--- config.mk ---
export PLATFORM = sky130hd
export DESIGN_NAME = layer_stream_serializer
export DESIGN_NICKNAME = d
export VERILOG_FILES = /design/src/rtl/layer_stream_serializer.sv
export SDC_FILE = /design/constraint.sdc
export NUM_CORES = 1
export LEC_CHECK = 0
export ABC_AREA = 1
export CORE_MARGIN = 1.5
export CORE_UTILIZATION = 40
export CTS_CLUSTER_SIZE = 14
export DETAILED_ROUTE_END_ITERATION = 10
export DONT_BUFFER_PORTS = 1
export RECOVER_POWER = 100
export SYNTH_ARGS = -nofsm -noshare
export SYNTH_HDL_FRONTEND = slang
export SYNTH_SLANG_ARGS = --single-unit
--- constraint.sdc ---
create_clock -name clk -period 12.45 [get_ports clk]
set_input_delay 2.49 -clock clk [delete_from_list [all_inputs] [get_ports clk]]
set_output_delay 2.49 -clock clk [all_outputs]
set_load 0.02 [all_outputs]
--- src/rtl/layer_stream_serializer.sv ---
// layer_stream_serializer: captures a parallel layer result into a two-slot
// ping-pong buffer and streams it out LANES neurons per beat over valid/ready.
// Optional build macro LAYER_SERIALIZER_RELU_EN clamps negative neurons to
// zero at capture time; without it the values stream bit-exact.
module layer_stream_serializer #(
    parameter int DATA_WIDTH = 12,
    parameter int NEURONS    = 30,
    parameter int LANES      = 1
) (
    input  logic                          clk,
    input  logic                          rst_n,
    input  logic                          done_in,
    input  logic [NEURONS*DATA_WIDTH-1:0] data_in,
    input  logic                          ready_in,
    output logic                          valid_out,
    output logic [LANES*DATA_WIDTH-1:0]   data_out,
    output logic [LANES-1:0]              lane_valid,
    output logic                          first_out,
    output logic                          last_out,
    output logic                          done_out,
    output logic                          busy,
    output logic                          overflow
);
    localparam int BEATS = (NEURONS + LANES - 1) / LANES;
    localparam int BW    = (BEATS > 1) ? $clog2(BEATS) : 1;
    localparam int SW    = NEURONS * DATA_WIDTH;
    localparam int PW    = BEATS * LANES * DATA_WIDTH;
    localparam logic [BW-1:0] LAST_BEAT = BW'(BEATS - 1);

    typedef enum logic {IDLE, STREAM} state_t;

    state_t                      r_state, w_state_nxt;
    logic [SW-1:0]               r_slot [2];
    logic [1:0]                  r_full, w_full_nxt;
    logic                        r_wptr, r_rptr, w_rptr_nxt;
    logic [BW-1:0]               r_beat, w_beat_nxt;
    logic [LANES*DATA_WIDTH-1:0] r_data, w_data_nxt;
    logic [LANES-1:0]            r_lane, w_lane_nxt;
    logic                        r_first, r_last, r_done, r_busy, r_ovf;
    logic                        w_accept, w_last_acc, w_cap, w_drop, w_valid_nxt;
    logic [SW-1:0]               w_cap_data;
    logic [PW-1:0]               w_src;

`ifdef LAYER_SERIALIZER_RELU_EN
    for (genvar k = 0; k < NEURONS; k++) begin : g_relu
        assign w_cap_data[k*DATA_WIDTH +: DATA_WIDTH] =
            data_in[k*DATA_WIDTH+DATA_WIDTH-1] ? '0 : data_in[k*DATA_WIDTH +: DATA_WIDTH];
    end
`else
    assign w_cap_data = data_in;
`endif

    assign valid_out  = (r_state == STREAM);
    assign data_out   = r_data;
    assign lane_valid = r_lane;
    assign first_out  = r_first;
    assign last_out   = r_last;
    assign done_out   = r_done;
    assign busy       = r_busy;
    assign overflow   = r_ovf;

    // Slots fill in write-pointer order, so a full slot at the write pointer
    // means both are full; the last-beat acceptance frees exactly that slot.
    assign w_accept   = valid_out & ready_in;
    assign w_last_acc = w_accept & (r_beat == LAST_BEAT);
    assign w_cap      = done_in & (~r_full[r_wptr] | w_last_acc);
    assign w_drop     = done_in & ~w_cap;

    // Next slot occupancy, read pointer, beat counter and FSM state
    always_comb begin
        w_full_nxt = r_full;
        if (w_last_acc) w_full_nxt[r_rptr] = 1'b0;
        if (w_cap) w_full_nxt[r_wptr] = 1'b1;
        w_rptr_nxt  = r_rptr ^ w_last_acc;
        w_beat_nxt  = w_last_acc ? '0 : r_beat + BW'(w_accept);
        w_state_nxt = r_state;
        case (r_state)
            IDLE:    if (w_cap) w_state_nxt = STREAM;
            STREAM:  if (w_last_acc && !w_full_nxt[w_rptr_nxt]) w_state_nxt = IDLE;
            default: w_state_nxt = IDLE;
        endcase
    end

    // Beat to present next cycle; a slot captured this cycle is read from the input
    always_comb begin
        w_src = '0;
        w_src[SW-1:0] = (w_cap && r_wptr == w_rptr_nxt) ? w_cap_data : r_slot[w_rptr_nxt];
        w_valid_nxt = (w_state_nxt == STREAM);
        w_data_nxt  = '0;
        w_lane_nxt  = '0;
        for (int j = 0; j < LANES; j++) begin
            w_lane_nxt[j] = w_valid_nxt && (int'(w_beat_nxt) * LANES + j < NEURONS);
            w_data_nxt[j*DATA_WIDTH +: DATA_WIDTH] = w_valid_nxt ?
                w_src[(int'(w_beat_nxt) * LANES + j) * DATA_WIDTH +: DATA_WIDTH] : '0;
        end
    end

    // Control state and registered outputs
    always_ff @(posedge clk or negedge rst_n) begin
        if (!rst_n) begin
            r_state <= IDLE;
            r_full  <= '0;
            r_wptr  <= 1'b0;
            r_rptr  <= 1'b0;
            r_beat  <= '0;
            r_data  <= '0;
            r_lane  <= '0;
            r_first <= 1'b0;
            r_last  <= 1'b0;
            r_done  <= 1'b0;
            r_busy  <= 1'b0;
            r_ovf   <= 1'b0;
        end else begin
            r_state <= w_state_nxt;
            r_full  <= w_full_nxt;
            r_wptr  <= r_wptr ^ w_cap;
            r_rptr  <= w_rptr_nxt;
            r_beat  <= w_beat_nxt;
            r_data  <= w_data_nxt;
            r_lane  <= w_lane_nxt;
            r_first <= w_valid_nxt && (w_beat_nxt == '0);
            r_last  <= w_valid_nxt && (w_beat_nxt == LAST_BEAT);
            r_done  <= w_last_acc;
            r_busy  <= |w_full_nxt;
            r_ovf   <= r_ovf | w_drop;
        end
    end

    // Slot storage needs no reset: the full flags decide what is ever read
    always_ff @(posedge clk) begin
        if (w_cap) r_slot[r_wptr] <= w_cap_data;
    end
endmodule

==> results.md <==
- Post-Syn Area: 0.03498 mm^2
- Routability congestion estimate: 0.8697
- Drt first pass iters: 7
- Die width: 298.7 um
- Status: finished with violations
- Kind of critical path: primary input to register
- CP max FO: 96
- WHS Path Cells: 2
- Dpl cells: 4671
- Critical path, cell by cell: nand2_1 > nor2_1 > nand2_1 > nand2_1 > nand2_8 > buf_4 > buf_4 > nand2_1 > nand3_1 > nand3_1 > nand2_1 > nand2_1 > nand2_1 > nand2_1 > nor2_1 > nor2_1 > nor2_1
- Die ar.: 0.08924 mm^2
- DR WL met3: 10680 um
- Avg Inst Size Synth: 9.412 um^2
- Peak VDD IR: 0.0002117 V
- Setup_tns: 0 ns
- Syn nets: 4085
- Largest net degree at the start of global routing: 167
- Reg2reg end: data_out[0]
- Sequential area share after synthesis: 0.6381
- R2R Setup Slk: 4.93 ns
- Sequential power share: 0.318
- CTS tree: done
- CP most frequent cell: nand2_1
- First-pass GRT wire length: 157500 um
- CTS Root Cell: clkbuf_16
- DR vias/cell: 5.189
- Die height: 298.7 um
- Clk_skew: 0.02841 ns
- Antenna Violating Nets Remaining: 0
- Met2 Wirelength: 52450 um
- CTS max path bufs: 3
- Worst path depth: 17
- Final worst path period share: 0.7045
- #FFs+latches synth: 748
- Crit-path max cell delay: 1.47 ns
- Logic gate share of total power: 0.453
- Sw Pwr: 0.004937 W
- Fin crit period: 8.772 ns
- # clock sinks: 748
- FF-to-FF Start: valid_out
- Initial antenna violation count: 5
- Fin area: 0.03854 mm^2
- CP endpoint kind: register
- Switching Share: 0.4477
- DP HPWL: 69140 um
- Fin. Hold Viols: 0
- H-tree Lvls: 3
- Syn Inst Count: 3717
- Worst EP arrival: 9.33 ns
- Unrepaired setup endpoints after global routing: false
- Total congestion overflow: 0
- Crit path max-delay cell type: nand2_1
- Vias in the first global route: 23230
- Synth cell types: 29
- # DRC: 0
- IO Pins: 383
- Failing checks: capacitance limit, slew limit
- Leakage: 15.33 nW
- Routed wire length per instance: 22.60 um
- Power per Cell Area: 286.1 mW/mm^2
- Total vias in the final route: 25063
- Pint: 0.006090 W
- Fin cells: 4830
- Core area: 0.08675 mm^2
- Worst slew pin tran: 3.329 ns
- Hold Startpoint: r_full[1]
- CP Buf/Inv Count: 2
- Wire length on met1: 42200 um
- Max_slew headroom: -1.219
- Routed wire length: 109100 um
- Startpoint types: primary input
- Rows: 108
- CP delay by family, top: simple AND/OR/NAND/NOR gates
- Hold-fix buffers at CTS: 0
- Num CTS Buffers: 85
- Iter 0 DRT Violations: 2030
- Share of layout cells above drive strength 1: 0.06320
- Resize count post-CTS: 0
- Worst hold path class: register to register
- Synth Warn #: 0
- Worst Path Required: 13.01 ns
- Initial core utilization: 0.4033
- Area grow syn2layout: 10.16%
- Slew Limit Fails: 156
- Nets@finish: 3971
- Max Used Layer: met5
- GRT Total Usage: 0.2396
- Buffers on Ports: 0
- Max_cap viols: 3
- F_max: 114.0 MHz
- Hold endpoint: r_full[1]
- Clock latency at the later pin of the worst-skew pair: 0.64 ns
- Final core utilization: 0.4442
- Worst-path clk slew: 0.06 ns
- R2R cell count: 17
- Finish-stage setup viols: 0
- Setup Buffers After CTS: 0
- Area after DPL: 0.03580 mm^2
- Clock Power Share: 0.228
[flip-flops by register name (all words and copies together) (netlist names)]
name / flops
first_out: 1
r_slot: 720
r_full: 2
r_beat: 5
lane_valid: 1
data_out: 12
last_out: 1
overflow: 1
busy: 1
r_wptr: 1
valid_out: 1
done_out: 1
r_rptr: 1
[per-stage QoR]
step	total power (W)	hold WS, ns	setup WS, ns
after CTS	0.01114	0.5732	5.939
after detailed placement	0.008606	0.5582	5.264
after floorplan	0.006900	0.4970	0.3043
after global routing	0.01169	0.5980	3.178
final	0.01103	0.5787	3.678
after global placement	0.008599	0.5508	5.275
[power by group through the flow]
| stage | Clock [W] | Sequential [W] | Combinational, W |
|---|---|---|---|
| after floorplan | 0 | 0.00368 | 0.00322 |
| after global placement | 0 | 0.00355 | 0.00505 |
| after detailed placement | 0 | 0.00355 | 0.00505 |
| after CTS | 0.00256 | 0.00350 | 0.00507 |
| after global routing | 0.00266 | 0.00355 | 0.00549 |
| final | 0.00252 | 0.00351 | 0.00500 |
[tightest hold or removal path, cell delays in order (launching register included)]
cell and delay (ns):
dfrtp_1 0.35, nand2_1 0.05, o21ai_0 0.12
[cell type report]
cell class	instances	area, um^2
clock inverters	52	538.0
multi-input cells	2443	10570
inverters	298	1121
well taps	1155	1445
diodes	4	10.01
repair buffers	27	299.0
flip-flops and latches	748	22320
fillers	8286	48220
clock buffers	103	2237
[how the worst max path moves through the flow]
stage | startpoint | endpoint | slack, ns
2_1_floorplan | ready_in | r_slot[0][0] | 0.30
3_3_place_gp | ready_in | data_out[5] | 5.27
3_5_place_dp | ready_in | data_out[2] | 5.26
4_1_cts | ready_in | data_out[2] | 5.94
5_1_grt | ready_in | data_out[2] | 3.18
6_report | ready_in | data_out[0] | 3.68
[cells in the mapped netlist]
cell type	n	area, um^2
buf_6	1	11.26
dfrtp_1	28	700.7
or2_2	70	437.9
inv_1	295	1107
o21ai_0	88	440.4
buf_1	24	90.09
nand3_1	545	2728
nand2_2	2	12.51
clkbuf_1	77	289.0
nor2_4	1	11.26
a21oi_2	1	8.760
nand3_2	2	20.02
xor2_1	1	8.760
a31o_2	2	17.52
a21oi_1	145	725.7
nand4_1	37	231.5
clkinv_1	1	3.750
edfxtp_1	720	21620
a31oi_1	1	6.260
ha_1	4	50.05
nand2_4	2	22.52
inv_2	2	7.510
buf_2	124	620.6
o21ai_2	1	8.760
nor2_1	262	983.4
nand2_1	1277	4793
nor3_1	1	5.000
buf_4	2	15.01
nor2_2	1	6.260
[routing by layer]
metal  up-vias  global-route usage
li1      12100                   -
met1     11956              0.2933
met2       845              0.3926
met3       156             0.08637
met4         6             0.08057
met5         -                   0
[cells in the final DEF (no fill, tap or decap), types with 17 or more instances in the layout]
cell       netlist  routed
nor2_1         262     259
clkinv_1         1      21
edfxtp_1       720     720
dfrtp_1         28      28
o21ai_0         88      88
buf_4            2      18
or2_2           70      70
clkbuf_16        0      87
nand4_1         37      37
a21oi_1        145     146
nand2_1       1277    1278
inv_1          295     294
nand3_1        545     544
clkbuf_1        77      17
[cells by family (layout without fill, tap and decap cells)]
family	after synthesis	in the layout	synth area share
flip-flops	748	748	0.6381
adder cells (fa/ha/maj)	4	4	0.001431
other	0	4	0
AND/OR/NAND/NOR	2200	2200	0.2644
buffers and inverters	526	480	0.06130
AO/OA/AOI/OAI	238	238	0.03451
XOR/XNOR	1	1	0.0002504
(Power assumes the default switching activity.)
